## config.mk

```make
export PLATFORM = sky130hd
export DESIGN_NAME = matrix_vector_mac
export DESIGN_NICKNAME = d
export VERILOG_FILES = /design/src/rtl/matrix_vector_mac.sv
export SDC_FILE = /design/constraint.sdc
export NUM_CORES = 1
export LEC_CHECK = 0
export ABC_AREA = 1
export CAP_MARGIN = 15
export CORE_MARGIN = 8
export CORE_UTILIZATION = 45
export DETAILED_ROUTE_END_ITERATION = 10
export GPL_TIMING_DRIVEN = 0
export HOLD_SLACK_MARGIN = 0.02
export PLACE_DENSITY = 0.68
export SYNTH_ARGS = -nofsm -noshare
export SYNTH_HDL_FRONTEND = slang
export SYNTH_SLANG_ARGS = --single-unit
```

## constraint.sdc

```tcl
create_clock -name clk -period 6.84 [get_ports clk]
set_input_delay 1.026 -clock clk [delete_from_list [all_inputs] [get_ports clk]]
set_output_delay 1.026 -clock clk [all_outputs]
set_load 0.01 [all_outputs]
```

## src/rtl/matrix_vector_mac.sv

```systemverilog
// matrix_vector_mac: sequential 3x2 matrix-vector MAC with one shared multiplier and a valid/ready result handshake
//   clk, rst       : clock, synchronous active-high reset
//   in_valid/in_ready, A, x   : operand handshake; packed matrix (row-major, [0][0] MSB) and vector (x[0] MSB)
//   out_valid/out_ready, Y    : result handshake; packed result vector (y[0] MSB)
//   Optional macro MATRIX_VECTOR_MAC_RELU_EN clamps negative rescaled results to zero.
module matrix_vector_mac #(
    parameter int DATA_W = 4,
    parameter int ROWS   = 3,
    parameter int COLS   = 2
) (
    input  logic                          clk,
    input  logic                          rst,
    input  logic                          in_valid,
    output logic                          in_ready,
    input  logic [ROWS*COLS*DATA_W-1:0]   A,
    input  logic [COLS*DATA_W-1:0]        x,
    output logic                          out_valid,
    input  logic                          out_ready,
    output logic [ROWS*DATA_W-1:0]        Y
);
    localparam int ACC_W = 2*DATA_W + $clog2(COLS);
    localparam int RW    = ROWS > 1 ? $clog2(ROWS) : 1;
    localparam int CW    = COLS > 1 ? $clog2(COLS) : 1;

    typedef enum logic [1:0] {IDLE, MAC, DONE} state_t;

    state_t                        state;
    logic [ROWS*COLS*DATA_W-1:0]   a_q;
    logic [COLS*DATA_W-1:0]        x_q;
    logic [RW-1:0]                 r;
    logic [CW-1:0]                 c;
    logic signed [ACC_W-1:0]       acc, acc_next;
    logic signed [DATA_W-1:0]      a_el, x_el, y_raw, y_val;
    logic signed [2*DATA_W-1:0]    prod;

    // Matrix elements are consumed in row-major order, so the captured matrix is
    // shifted left each MAC cycle and the current element is always at the top.
    // The vector is rotated so x[c] sits at the top and wraps back every row.
    assign a_el     = a_q[ROWS*COLS*DATA_W-1 -: DATA_W];
    assign x_el     = x_q[COLS*DATA_W-1 -: DATA_W];
    assign prod     = a_el * x_el;
    assign acc_next = acc + ACC_W'(prod);
    assign y_raw    = {acc_next[ACC_W-1], acc_next[DATA_W-1:1]};

`ifdef MATRIX_VECTOR_MAC_RELU_EN
    assign y_val = y_raw[DATA_W-1] ? '0 : y_raw;
`else
    assign y_val = y_raw;
`endif

    always_ff @(posedge clk) begin
        if (rst) begin
            state     <= IDLE;
            in_ready  <= 1'b1;
            out_valid <= 1'b0;
            Y         <= '0;
            a_q       <= '0;
            x_q       <= '0;
            r         <= '0;
            c         <= '0;
            acc       <= '0;
        end else begin
            case (state)
                IDLE: if (in_valid) begin
                    a_q      <= A;
                    x_q      <= x;
                    r        <= '0;
                    c        <= '0;
                    acc      <= '0;
                    in_ready <= 1'b0;
                    state    <= MAC;
                end
                MAC: begin
                    a_q <= a_q << DATA_W;
                    x_q <= (x_q << DATA_W) | (x_q >> ((COLS-1)*DATA_W));
                    if (c == CW'(COLS-1)) begin
                        acc <= '0;
                        c   <= '0;
                        for (int i = 0; i < ROWS; i++)
                            if (r == RW'(i)) Y[(ROWS-1-i)*DATA_W +: DATA_W] <= y_val;
                        if (r == RW'(ROWS-1)) begin
                            r         <= '0;
                            out_valid <= 1'b1;
                            state     <= DONE;
                        end else begin
                            r <= r + RW'(1);
                        end
                    end else begin
                        acc <= acc_next;
                        c   <= c + CW'(1);
                    end
                end
                DONE: if (out_ready) begin
                    out_valid <= 1'b0;
                    in_ready  <= 1'b1;
                    state     <= IDLE;
                end
                default: state <= IDLE;
            endcase
        end
    end
endmodule

```

==> impl_results.md, run 1 <==
* Status: finished clean
* Post-DP HPWL at around 6400 µm
* CTS Root Buffer Type: clkbuf_8
* H-Tree Depth at 3
* IO Port Bufs at around 50
* Critical path arrival at 4.08 ns
* GP Congestion at roughly 0.83
* PwrDens at around 240 mW/mm²
* DRT iter0 DRCs at 161
* Cell-by-cell trace of the critical path: inv_1 -> or2_2 -> fa_1 -> fa_1 -> fa_1 -> inv_1 -> fa_1 -> inv_1 -> nor3_1 -> nor2_1 -> inv_1 -> nand3_1 -> nand3_1 -> nand2_1 -> inv_1
* Clock buffer depth at 2
* Fmax at approximately 260 MHz
* Via Count at between 3000 and 4000
* Final min period at around 3.8 ns
* Rel. slew slack at 0.627
* CTS resizes at 0
* GRT overflow at 0
* Most used cell, CP: inv_1
* Per-cell routed wire length at 13.8 µm
* Die area at between 0.01 and 0.015 mm²
* Crit-path slowest cell: fa_1
* Clock latency on the worst-skew pair at ~0.35 ns
* Max-slew violation count at 0
* Levels on crit path at 15
* Core box area at 0.00729 mm²
* Clk slew on worst S/H paths at 0.07 ns
* P&R area growth vs syn at 24.6%
* Placed instance area at between 0.004 and 0.005 mm²
* # diodes at 0
* Worst hold path depth at 2
* VDD IR max at between 0.1 and 0.15 mV
* Final hold viol count at 0
* Bufs and invs on worst path at 5
* Clock skew at around 0.0084 ns
* Most frequent cells in the layout: nand2_1 (73), inv_1 (65), dfxtp_1 (60)
* Pin count of the biggest net entering global routing at 11
* Vias in the first global route at 2998
* Total power draw at just over 1 mW
* Slowest stage delay, CP at approximately 0.54 ns
* Utilization after layout at 0.581
* Reg2Reg Depth at 15
* Max Cap Violations at 0
* Sequential-to-total area share from yosys stat at 0.353
* Leakage power at roughly 1.9 nW
* Fin nets at 563
* Worst-Margin Slew at approximately 0.56 ns
* Die Width at 103 µm
* Unrepaired setup endpoints after global routing: false
* Data required, critical path at 7.08 ns
* Final wirelength at between 8000 and 9000 µm
* M1 wire length at approximately 3900 µm
* Highest metal used: met4
* Antenna-violating nets left at 0
* Hold-fix buffers, CTS at 0
* Via density at between 5 and 6
* Initial core utilization at 0.466
* Row count at 31
* Tot GR Track Use at 0.169
* Sink Count at 60
* Critical-path maximum fanout at 4
* Met2 Routed Length at 3710 µm
* Layout cells sized above 1 at 0.0926
* Syn Area/Cell at approximately 7.9 µm²
* Drt pass-1 iters at 4
* Register bit total from synthesis at 60
* Worst Setup End Kind: flop
* Met3 routed WL at 496 µm
* Cts bufs inserted at 9
* Synthesis warning total at 0
* Crit start category: flop
* Postcts setup bufs at 0
* Crit Path Category: flop to flop
* Final TNS setup at 0 ns
* First-pass GRT wire length at approximately 14000 µm
* Synth Instances at around 430
* Synthesized area at 0.00340 mm²
* DRC at 0
* Syn nets at slightly above 500
* Hold Path Class: flop to flop
* Die H at between 100 and 150 µm
* Leading cell type in the layout, fill and taps excluded: nand2_1
* Synth unique cells at 31
* Final instance area at about 0.0042 mm²
* Final Cycle Share at 0.560
* Initial antenna violation count at 0
* # IOs at 50
* Crit-path leading delay family: adder cells
* Final setup violation count at 0
* CTS tree: yes
[where the power goes]
| part | leakage (nW) | internal, mW | switching, mW |
|---|---|---|---|
| registers | 0.493 | 0.378 | 0.0227 |
| logic | 1.33 | 0.110 | 0.155 |
| clock network | 0.112 | 0.207 | 0.145 |
[state kept, by name (all words and copies together), names as in the netlist]
register   cells
c              1
out_valid      1
r              2
a_q           24
state          2
x_q            8
Y             12
acc            9
in_ready       1
[Yosys cell counts]
| master | count | area (µm²) |
|---|---|---|
| o21bai_1 | 1 | 7.51 |
| nand4_1 | 3 | 18.8 |
| o21ai_0 | 37 | 185 |
| nor3_1 | 1 | 5.00 |
| dfxtp_1 | 60 | 1200 |
| o22ai_1 | 28 | 175 |
| nand2_2 | 1 | 6.26 |
| a21oi_2 | 3 | 26.3 |
| inv_4 | 1 | 6.26 |
| nor2_4 | 2 | 22.5 |
| buf_6 | 4 | 45.0 |
| clkbuf_1 | 7 | 26.3 |
| fa_1 | 16 | 320 |
| xor2_1 | 1 | 8.76 |
| inv_1 | 65 | 244 |
| o21ai_1 | 1 | 5.00 |
| nand2_1 | 73 | 274 |
| a31oi_1 | 1 | 6.26 |
| a21o_1 | 1 | 7.51 |
| a21oi_1 | 54 | 270 |
| nor2_8 | 3 | 60.1 |
| nor2_1 | 18 | 67.6 |
| xnor2_1 | 1 | 8.76 |
| clkinv_1 | 2 | 7.51 |
| nand3_1 | 12 | 60.1 |
| buf_2 | 8 | 40.0 |
| or2_2 | 1 | 6.26 |
| a221o_1 | 1 | 10.0 |
| ha_1 | 19 | 238 |
| o21ai_2 | 3 | 26.3 |
| inv_2 | 4 | 15.0 |
[layer usage]
layer | global-route usage | vias up
met1 | 0.213 | 1434
met2 | 0.268 | 83
met4 | 0.0400 | 0
met3 | 0.0587 | 11
met5 | 0 | -
li1 | - | 1541
[worst paths after layout]
kind / from / end / slack, ns
worst min-delay path: a_q[0] / a_q[0] / 0.47
worst min register to register: a_q[0] / a_q[0] / 0.47
worst max-delay path: x_q[7] / Y[11] / 3.01
worst max register to register: x_q[7] / Y[11] / 3.01
[worst min-delay path, stage by stage (launching register included)]
cell and delay (ns):
dfxtp_1 0.31, nand2_1 0.06, a21oi_1 0.05
[kinds of logic after synthesis]
logic type	synth area share
XOR/XNOR	0.00515
AO/OA/AOI/OAI	0.212
flip-flops	0.353
AND/OR/NAND/NOR	0.153
adder cells (fa/ha/maj)	0.164
buffers and inverters	0.113
[per-stage QoR]
step	setup WS (ns)	cells	hold slack, ns
after CTS	2.98	596	0.468
final	3.01	596	0.465
after detailed placement	3.00	580	0.460
after global routing	2.77	596	0.482
after global placement	3.02	580	0.455
after floorplan	3.37	432	0.440
[cell type report]
cell class / count / area (µm²)
fillers: 741 / 3060
multi-input cells: 281 / 1820
flip-flops and latches: 60 / 1200
repair buffers: 49 / 490
inverters: 72 / 273
clock buffers: 13 / 179
well taps: 99 / 124
plain buffers: 19 / 111
clock inverters: 3 / 42.5
Power figures use the tool's default switching activity.
==> run 2, diff against run 1 <==
--- a/config.mk
+++ b/config.mk
@@ -12,7 +12,7 @@
 export DETAILED_ROUTE_END_ITERATION = 10
 export GPL_TIMING_DRIVEN = 0
 export HOLD_SLACK_MARGIN = 0.02
-export PLACE_DENSITY = 0.68
+export PLACE_DENSITY = 0.71
 export SYNTH_ARGS = -nofsm -noshare
 export SYNTH_HDL_FRONTEND = slang
 export SYNTH_SLANG_ARGS = --single-unit
==> constraint.sdc (replaced) <==
create_clock -name clk -period 3.15 [get_ports clk]
set_input_delay 0.4725 -clock clk [delete_from_list [all_inputs] [get_ports clk]]
set_output_delay 0.4725 -clock clk [all_outputs]
set_load 0.01 [all_outputs]
==> impl_results.md, run 2 (synthesis results as in run 1) <==
* Cell internal pwr at 1.62 mW (was 0.695 mW)
* Clock latency on the worst-skew pair at 0.34 ns (was 0.35 ns)
* IO Port Bufs at 49 (unchanged)
* Violated checks: negative setup slack
* Clock buffer depth at 2 (unchanged)
* DRC at 0 (unchanged)
* Hold Path Class: flop to flop (unchanged)
* Per-cell routed wire length at 14.7 µm (was 13.8 µm)
* Final TNS setup at -0.237 ns (was 0 ns)
* Layout Cells excl Fill at 607 (was 596)
* Crit-path leading delay family: adder cells (unchanged)
* Fmax at 312 MHz (was 261 MHz)
* Reg2reg start: x_q[7] (unchanged)
* Comb power frac at 0.309 (was 0.261)
* # diodes at 0 (unchanged)
* Max Cap Violations at 0 (unchanged)
* Reg2reg end: Y[11] (unchanged)
* Largest Register: a_q (unchanged)
* Reg2Reg Depth at 15 (unchanged)
* Final Cycle Share at 1.02 (was 0.560)
* Via density at 5.17 (was 5.15)
* Crit start category: flop (unchanged)
* Final setup violation count at 6 (was 0)
* Antenna-violating nets left at 0 (unchanged)
* Cts bufs inserted at 9 (unchanged)
* Sw Ratio at 0.319 (was 0.317)
* H-Tree Depth at 3 (unchanged)
* First-pass GRT wire length at 14800 µm (was 14000 µm)
* PwrDens at 525 mW/mm² (was 240 mW/mm²)
* Die Width at 103 µm (unchanged)
* Leakage power at 1.99 nW (was 1.93 nW)
* Final instance area at 0.00452 mm² (was 0.00424 mm²)
* Pre-CTS WS at -0.271 ns (was 3.00 ns)
* Vias in the first global route at 3308 (was 2998)
* Pin count of the biggest net entering global routing at 11 (unchanged)
* Most frequent cells in the layout: nand2_1 (64), inv_1 (58), dfxtp_1 (52), a21oi_1 (52), clkdlybuf4s50_1 (49) (was nand2_1 (73), inv_1 (65), dfxtp_1 (60))
* Critical-path maximum fanout at 4 (unchanged)
* Final min period at 3.21 ns (was 3.83 ns)
* # IOs at 50 (unchanged)
* Number of flip-flops in the largest register at 24 (unchanged)
* Max-slew violation count at 0 (unchanged)
* P&R area growth vs syn at 33.0% (was 24.6%)
* CTS tree: yes (unchanged)
* Tot GR Track Use at 0.179 (was 0.169)
* Regs by FF count: a_q x24, Y x12, acc x9 (unchanged)
* Via Count at 3139 (was 3069)
* VDD IR max at 0.282 mV (was 0.146 mV)
* GP Congestion at 0.801 (was 0.832)
* Final wirelength at 8900 µm (was 8220 µm)
* Data required, critical path at 3.39 ns (was 7.08 ns)
* Rel. slew slack at 0.605 (was 0.627)
* Die area at 0.0106 mm² (unchanged)
* Drt pass-1 iters at 4 (unchanged)
* Utilization after layout at 0.620 (was 0.581)
* Final WS setup at -0.0598 ns (was 3.01 ns)
* Row count at 31 (unchanged)
* GRT overflow at 0 (unchanged)
* Die H at 103 µm (unchanged)
* Status: complete, but fails checks (was finished clean)
* CTS Root Buffer Type: clkbuf_8 (unchanged)
* Clock skew at 0.00821 ns (was 0.00840 ns)
* Worst-Margin Slew at 0.593 ns (was 0.559 ns)
* Switching Power at 0.758 mW (was 0.323 mW)
* Placed instance area at 0.00404 mm² (was 0.00402 mm²)
* Unrepaired setup endpoints after global routing: true (was false)
* R2r setup slk at -0.06 ns (was 3.01 ns)
* Crit Path Category: flop to flop (unchanged)
* Leading cell type in the layout, fill and taps excluded: nand2_1 (unchanged)
* Clock Power Share at 0.325 (was 0.346)
* Post-DP HPWL at 6510 µm (was 6440 µm)
* Worst Setup End Kind: flop (unchanged)
* Levels on crit path at 15 (unchanged)
* Cell-by-cell trace of the critical path: inv_4 -> or2_4 -> fa_1 -> fa_1 -> fa_1 -> inv_2 -> fa_2 -> inv_2 -> nor3_2 -> nor2_4 -> inv_2 -> nand3_4 -> nand3_1 -> nand2_1 -> inv_1 (was inv_1 -> or2_2 -> fa_1 -> fa_1 -> fa_1 -> inv_1 -> fa_1 -> inv_1 -> nor3_1 -> nor2_1 -> inv_1 -> nand3_1 -> nand3_1 -> nand2_1 -> inv_1)
* DRT iter0 DRCs at 231 (was 161)
* Initial core utilization at 0.466 (unchanged)
* Crit-path slowest cell: fa_1 (unchanged)
* Critical path arrival at 3.45 ns (was 4.08 ns)
* Bufs and invs on worst path at 5 (unchanged)
* Worst Setup EP: Y[11] (unchanged)
* Slowest stage delay, CP at 0.53 ns (was 0.54 ns)
* Layout cells sized above 1 at 0.197 (was 0.0926)
* Clk slew on worst S/H paths at 0.07 ns (about the same)
* Post-Place Cells at 580 (unchanged)
* Sink Count at 60 (unchanged)
* Core box area at 0.00729 mm² (unchanged)
* Initial antenna violation count at 0 (unchanged)
* Fin nets at 574 (was 563)
* Final hold viol count at 0 (unchanged)
* Register share of total power at 0.367 (was 0.393)
* Critical Path Start: x_q[7] (unchanged)
[run 2: cell types whose count changed in the layout (fill, tap and decap cells not counted), sizes merged]
cell | before | now
buf | 12 | 23
clkbuf | 20 | 19
bufinv | 1 | 2
[run 2: worst min-delay path by stage]
| stage | from | end | cells past startpoint | slack [ns] |
|---|---|---|---|---|
| 3_3_place_gp | acc[0] | acc[0] | 2 | 0.45 |
| 3_5_place_dp | acc[0] | acc[0] | 2 | 0.46 |
| 5_1_grt | acc[0] | acc[0] | 2 | 0.49 |
| 2_1_floorplan | a_q[0] | a_q[0] | 2 | 0.44 |
| 4_1_cts | acc[0] | acc[0] | 2 | 0.47 |
| 6_report | acc[0] | acc[0] | 2 | 0.47 |
[run 2: what timing repair did]
item,4_1_cts,5_1_grt
pin swaps,12,17
hold buffers,0,0
gates resized for setup,24,25
endpoints found under the setup margin,12,8
setup buffers,11,0
[run 2: area by class of cell]
| type | instances | area, µm² |
|---|---|---|
| clock inverters | 4 | 72.6 |
| flip-flops and latches | 60 | 1220 |
| well taps | 99 | 124 |
| inverters | 72 | 275 |
| clock buffers | 12 | 145 |
| repair buffers | 60 | 577 |
| fillers | 646 | 2770 |
| multi-input cells | 281 | 2000 |
| plain buffers | 19 | 111 |
[run 2: metrics by stage]
| step | total power, mW | hold WS (ns) |
|---|---|---|
| CTS | 2.34 | 0.471 |
| global placement | 1.46 | 0.454 |
| detailed placement | 1.48 | 0.462 |
| floorplan | 1.31 | 0.440 |
| finish | 2.38 | 0.467 |
| global route | 2.52 | 0.495 |
[run 2: power groups by stage]
stage	clock, mW	combinational (mW)	sequential (mW)
after global routing	0.810	0.830	0.878
final	0.771	0.733	0.871
after CTS	0.784	0.689	0.867
after global placement	0	0.576	0.884
after detailed placement	0	0.596	0.886
after floorplan	0	0.433	0.873
[run 2: routing by layer]
layer / share of wire / routed length [µm] / vias up / global-route usage
met4: 0.017 / 153 / 0 / 0.0656
met3: 0.050 / 442 / 16 / 0.0378
li1: - / - / 1560 / -
met2: 0.51 / 4570 / 87 / 0.317
met1: 0.42 / 3730 / 1476 / 0.205
met5: 0 / 0 / - / 0
[run 2: tightest hold or removal path: stages, from the launching register on]
cell	delay, ns
dfxtp_1	0.31
nand2_1	0.06
a21oi_1	0.05
==> run 3, diff against run 2 <==
--- a/config.mk
+++ b/config.mk
@@ -9,6 +9,7 @@
 export CAP_MARGIN = 15
 export CORE_MARGIN = 8
 export CORE_UTILIZATION = 45
+export CTS_BUF_LIST = sky130_fd_sc_hd__clkbuf_8
 export DETAILED_ROUTE_END_ITERATION = 10
 export GPL_TIMING_DRIVEN = 0
 export HOLD_SLACK_MARGIN = 0.02
==> impl_results.md, run 3 (synthesis results as in run 1) <==
* Antenna-violating nets left at 0 (unchanged)
* Critical-path maximum fanout at 4 (unchanged)
* GRT overflow at 0 (unchanged)
* VDD IR max at 0.282 mV (about the same)
* Sw Ratio at 0.320 (was 0.319)
* Max-slew violation count at 0 (unchanged)
* Initial antenna violation count at 0 (unchanged)
* Pin count of the biggest net entering global routing at 11 (unchanged)
* Violated checks: negative setup slack (unchanged)
* Max Cap Violations at 0 (unchanged)
* Rel. slew slack at 0.610 (was 0.605)
* Hold-fix buffers, CTS at 0 (unchanged)
* Final Cycle Share at 1.02 (about the same)
* Final TNS setup at -0.239 ns (was -0.237 ns)
* Fmax at 311 MHz (was 312 MHz)
* Worst-Margin Slew at 0.585 ns (was 0.593 ns)
* Utilization after layout at 0.620 (unchanged)
* Register area at 0.00122 mm² (unchanged)
* H-Tree Depth at 3 (unchanged)
* Die Width at 103 µm (unchanged)
* Initial core utilization at 0.466 (unchanged)
* Leakage power at 2.00 nW (was 1.99 nW)
* Final wirelength at 8900 µm (about the same)
* Status: complete, but fails checks (unchanged)
* Switching Power at 0.759 mW (was 0.758 mW)
* Worst hold path depth at 2 (unchanged)
* Unrepaired setup endpoints after global routing: true (unchanged)
* Vias in the first global route at 3308 (unchanged)
* Data required, critical path at 3.39 ns (about the same)
* Cell internal pwr at 1.61 mW (was 1.62 mW)
* Register share of total power at 0.368 (was 0.367)
* # diodes at 0 (unchanged)
* Clock latency on the worst-skew pair at 0.34 ns (about the same)
* PwrDens at 524 mW/mm² (was 525 mW/mm²)
* Final min period at 3.21 ns (about the same)
* Min-delay src: acc[0] (unchanged)
* Critical path arrival at 3.46 ns (was 3.45 ns)
* Layout cells sized above 1 at 0.197 (unchanged)
* CTS Root Buffer Type: clkbuf_8 (unchanged)
* Die area at 0.0106 mm² (unchanged)
* Clock skew at 0.00818 ns (was 0.00821 ns)
* # IOs at 50 (unchanged)
* IO Port Bufs at 49 (unchanged)
* Hold Path Sink: acc[0] (unchanged)
* Die H at 103 µm (unchanged)
* Clock buffer depth at 2 (unchanged)
* Clk slew on worst S/H paths at 0.07 ns (about the same)
* Final hold viol count at 0 (unchanged)
* Final instance area at 0.00452 mm² (unchanged)
* Hold Path Class: flop to flop (unchanged)
* Clock Power Share at 0.323 (was 0.325)
* Most frequent cells in the layout: nand2_1 (64), inv_1 (60), dfxtp_1 (52), a21oi_1 (52), clkdlybuf4s50_1 (49) (was nand2_1 (64), inv_1 (58), dfxtp_1 (52), a21oi_1 (52), clkdlybuf4s50_1 (49))
* Crit Path Category: flop to flop (unchanged)
* Post-DP HPWL at 6510 µm (unchanged)
* Core box area at 0.00729 mm² (unchanged)
* Fin nets at 574 (unchanged)
* Crit start category: flop (unchanged)
* Leading cell type in the layout, fill and taps excluded: nand2_1 (unchanged)
* Reg2Reg Depth at 15 (unchanged)
* R2r setup slk at -0.06 ns (about the same)
* DRC at 0 (unchanged)
* Reg2reg end: Y[11] (unchanged)
* Via Count at 3148 (was 3139)
* Per-cell routed wire length at 14.7 µm (about the same)
* Placed instance area at 0.00404 mm² (unchanged)
* Drt pass-1 iters at 4 (unchanged)
* Largest Register: a_q (unchanged)
* P&R area growth vs syn at 33.0% (unchanged)
* Comb power frac at 0.310 (was 0.309)
* Row count at 31 (unchanged)
* GP Congestion at 0.801 (unchanged)
* Final WS setup at -0.0632 ns (was -0.0598 ns)
* Number of flip-flops in the largest register at 24 (unchanged)
* Area of the multi-input gates at 0.00200 mm² (unchanged)
* First-pass GRT wire length at 14800 µm (unchanged)
* Reg2reg start: x_q[7] (unchanged)
* Regs by FF count: a_q x24, Y x12, acc x9 (unchanged)
* Tot GR Track Use at 0.179 (unchanged)
* DRT iter0 DRCs at 231 (unchanged)
* Via density at 5.19 (was 5.17)
* CTS tree: yes (unchanged)
* Worst Setup End Kind: flop (unchanged)
* Cts bufs inserted at 9 (unchanged)
* Sink Count at 60 (unchanged)
* Filler Cell Count at 646 (unchanged)
* Final setup violation count at 6 (unchanged)
## run 3: changes by cell type in the layout (fill, tap and decap cells not counted)
cell	change
clkbuf_1	-2
inv_1	+2
## run 3: per-stage QoR
stage | power, mW | setup WS [ns] | instances | hold slack, ns
finish | 2.37 | -0.0632 | 607 | 0.468
global route | 2.51 | -0.206 | 607 | 0.495
CTS | 2.33 | -0.0590 | 607 | 0.471
detailed placement | 1.48 | -0.271 | 580 | 0.462
global placement | 1.46 | -0.214 | 580 | 0.454
floorplan | 1.31 | 0.00511 | 432 | 0.440
## run 3: power groups by stage
| stage | Combinational [mW] | Clock, mW | Sequential (mW) |
|---|---|---|---|
| global placement | 0.576 | 0 | 0.884 |
| floorplan | 0.433 | 0 | 0.873 |
| detailed placement | 0.596 | 0 | 0.886 |
| global route | 0.830 | 0.803 | 0.878 |
| finish | 0.734 | 0.765 | 0.871 |
| CTS | 0.689 | 0.778 | 0.867 |
## run 3: worst max path at each step
stage	cells after the start	to	start
after floorplan	15	Y[3]	x_q[7]
after global placement	16	Y[7]	x_q[4]
after detailed placement	16	Y[11]	x_q[4]
after CTS	15	Y[3]	x_q[7]
after global routing	15	Y[11]	x_q[7]
final	15	Y[11]	x_q[7]
## run 3: repair_timing
| action | 4_1_cts | 5_1_grt |
|---|---|---|
| pin swaps | 12 | 17 |
| gates resized for setup | 24 | 25 |
| endpoints found under the hold margin | 0 | 0 |
| endpoints found under the setup margin | 12 | 8 |
| setup buffers | 11 | 0 |
## run 3: per-layer routing
metal,track usage,vias to the layer above,routed length [µm]
li1,-,1559,-
met1,0.205,1489,3760
met2,0.317,84,4590
met3,0.0378,16,403
met4,0.0656,0,153
met5,0,-,0
## run 3: final cells by class
| cell class | instances | share of cell area |
|---|---|---|
| well taps | 99 | 0.0274 |
| clock buffers | 10 | 0.0304 |
| flip-flops and latches | 60 | 0.270 |
| plain buffers | 19 | 0.0246 |
| multi-input cells | 281 | 0.441 |
| clock inverters | 6 | 0.0177 |
| inverters | 72 | 0.0608 |
| repair buffers | 60 | 0.127 |
## run 3: worst max-delay path, cell delays in order (launching register included)
cell,delay (ns)
dfxtp_4,0.36
inv_4,0.04
or2_4,0.22
fa_1,0.46
fa_1,0.50
fa_1,0.53
inv_2,0.05
fa_2,0.36
inv_2,0.09
nor3_2,0.06
nor2_4,0.12
inv_2,0.07
nand3_4,0.07
nand3_1,0.08
nand2_1,0.06
inv_1,0.04
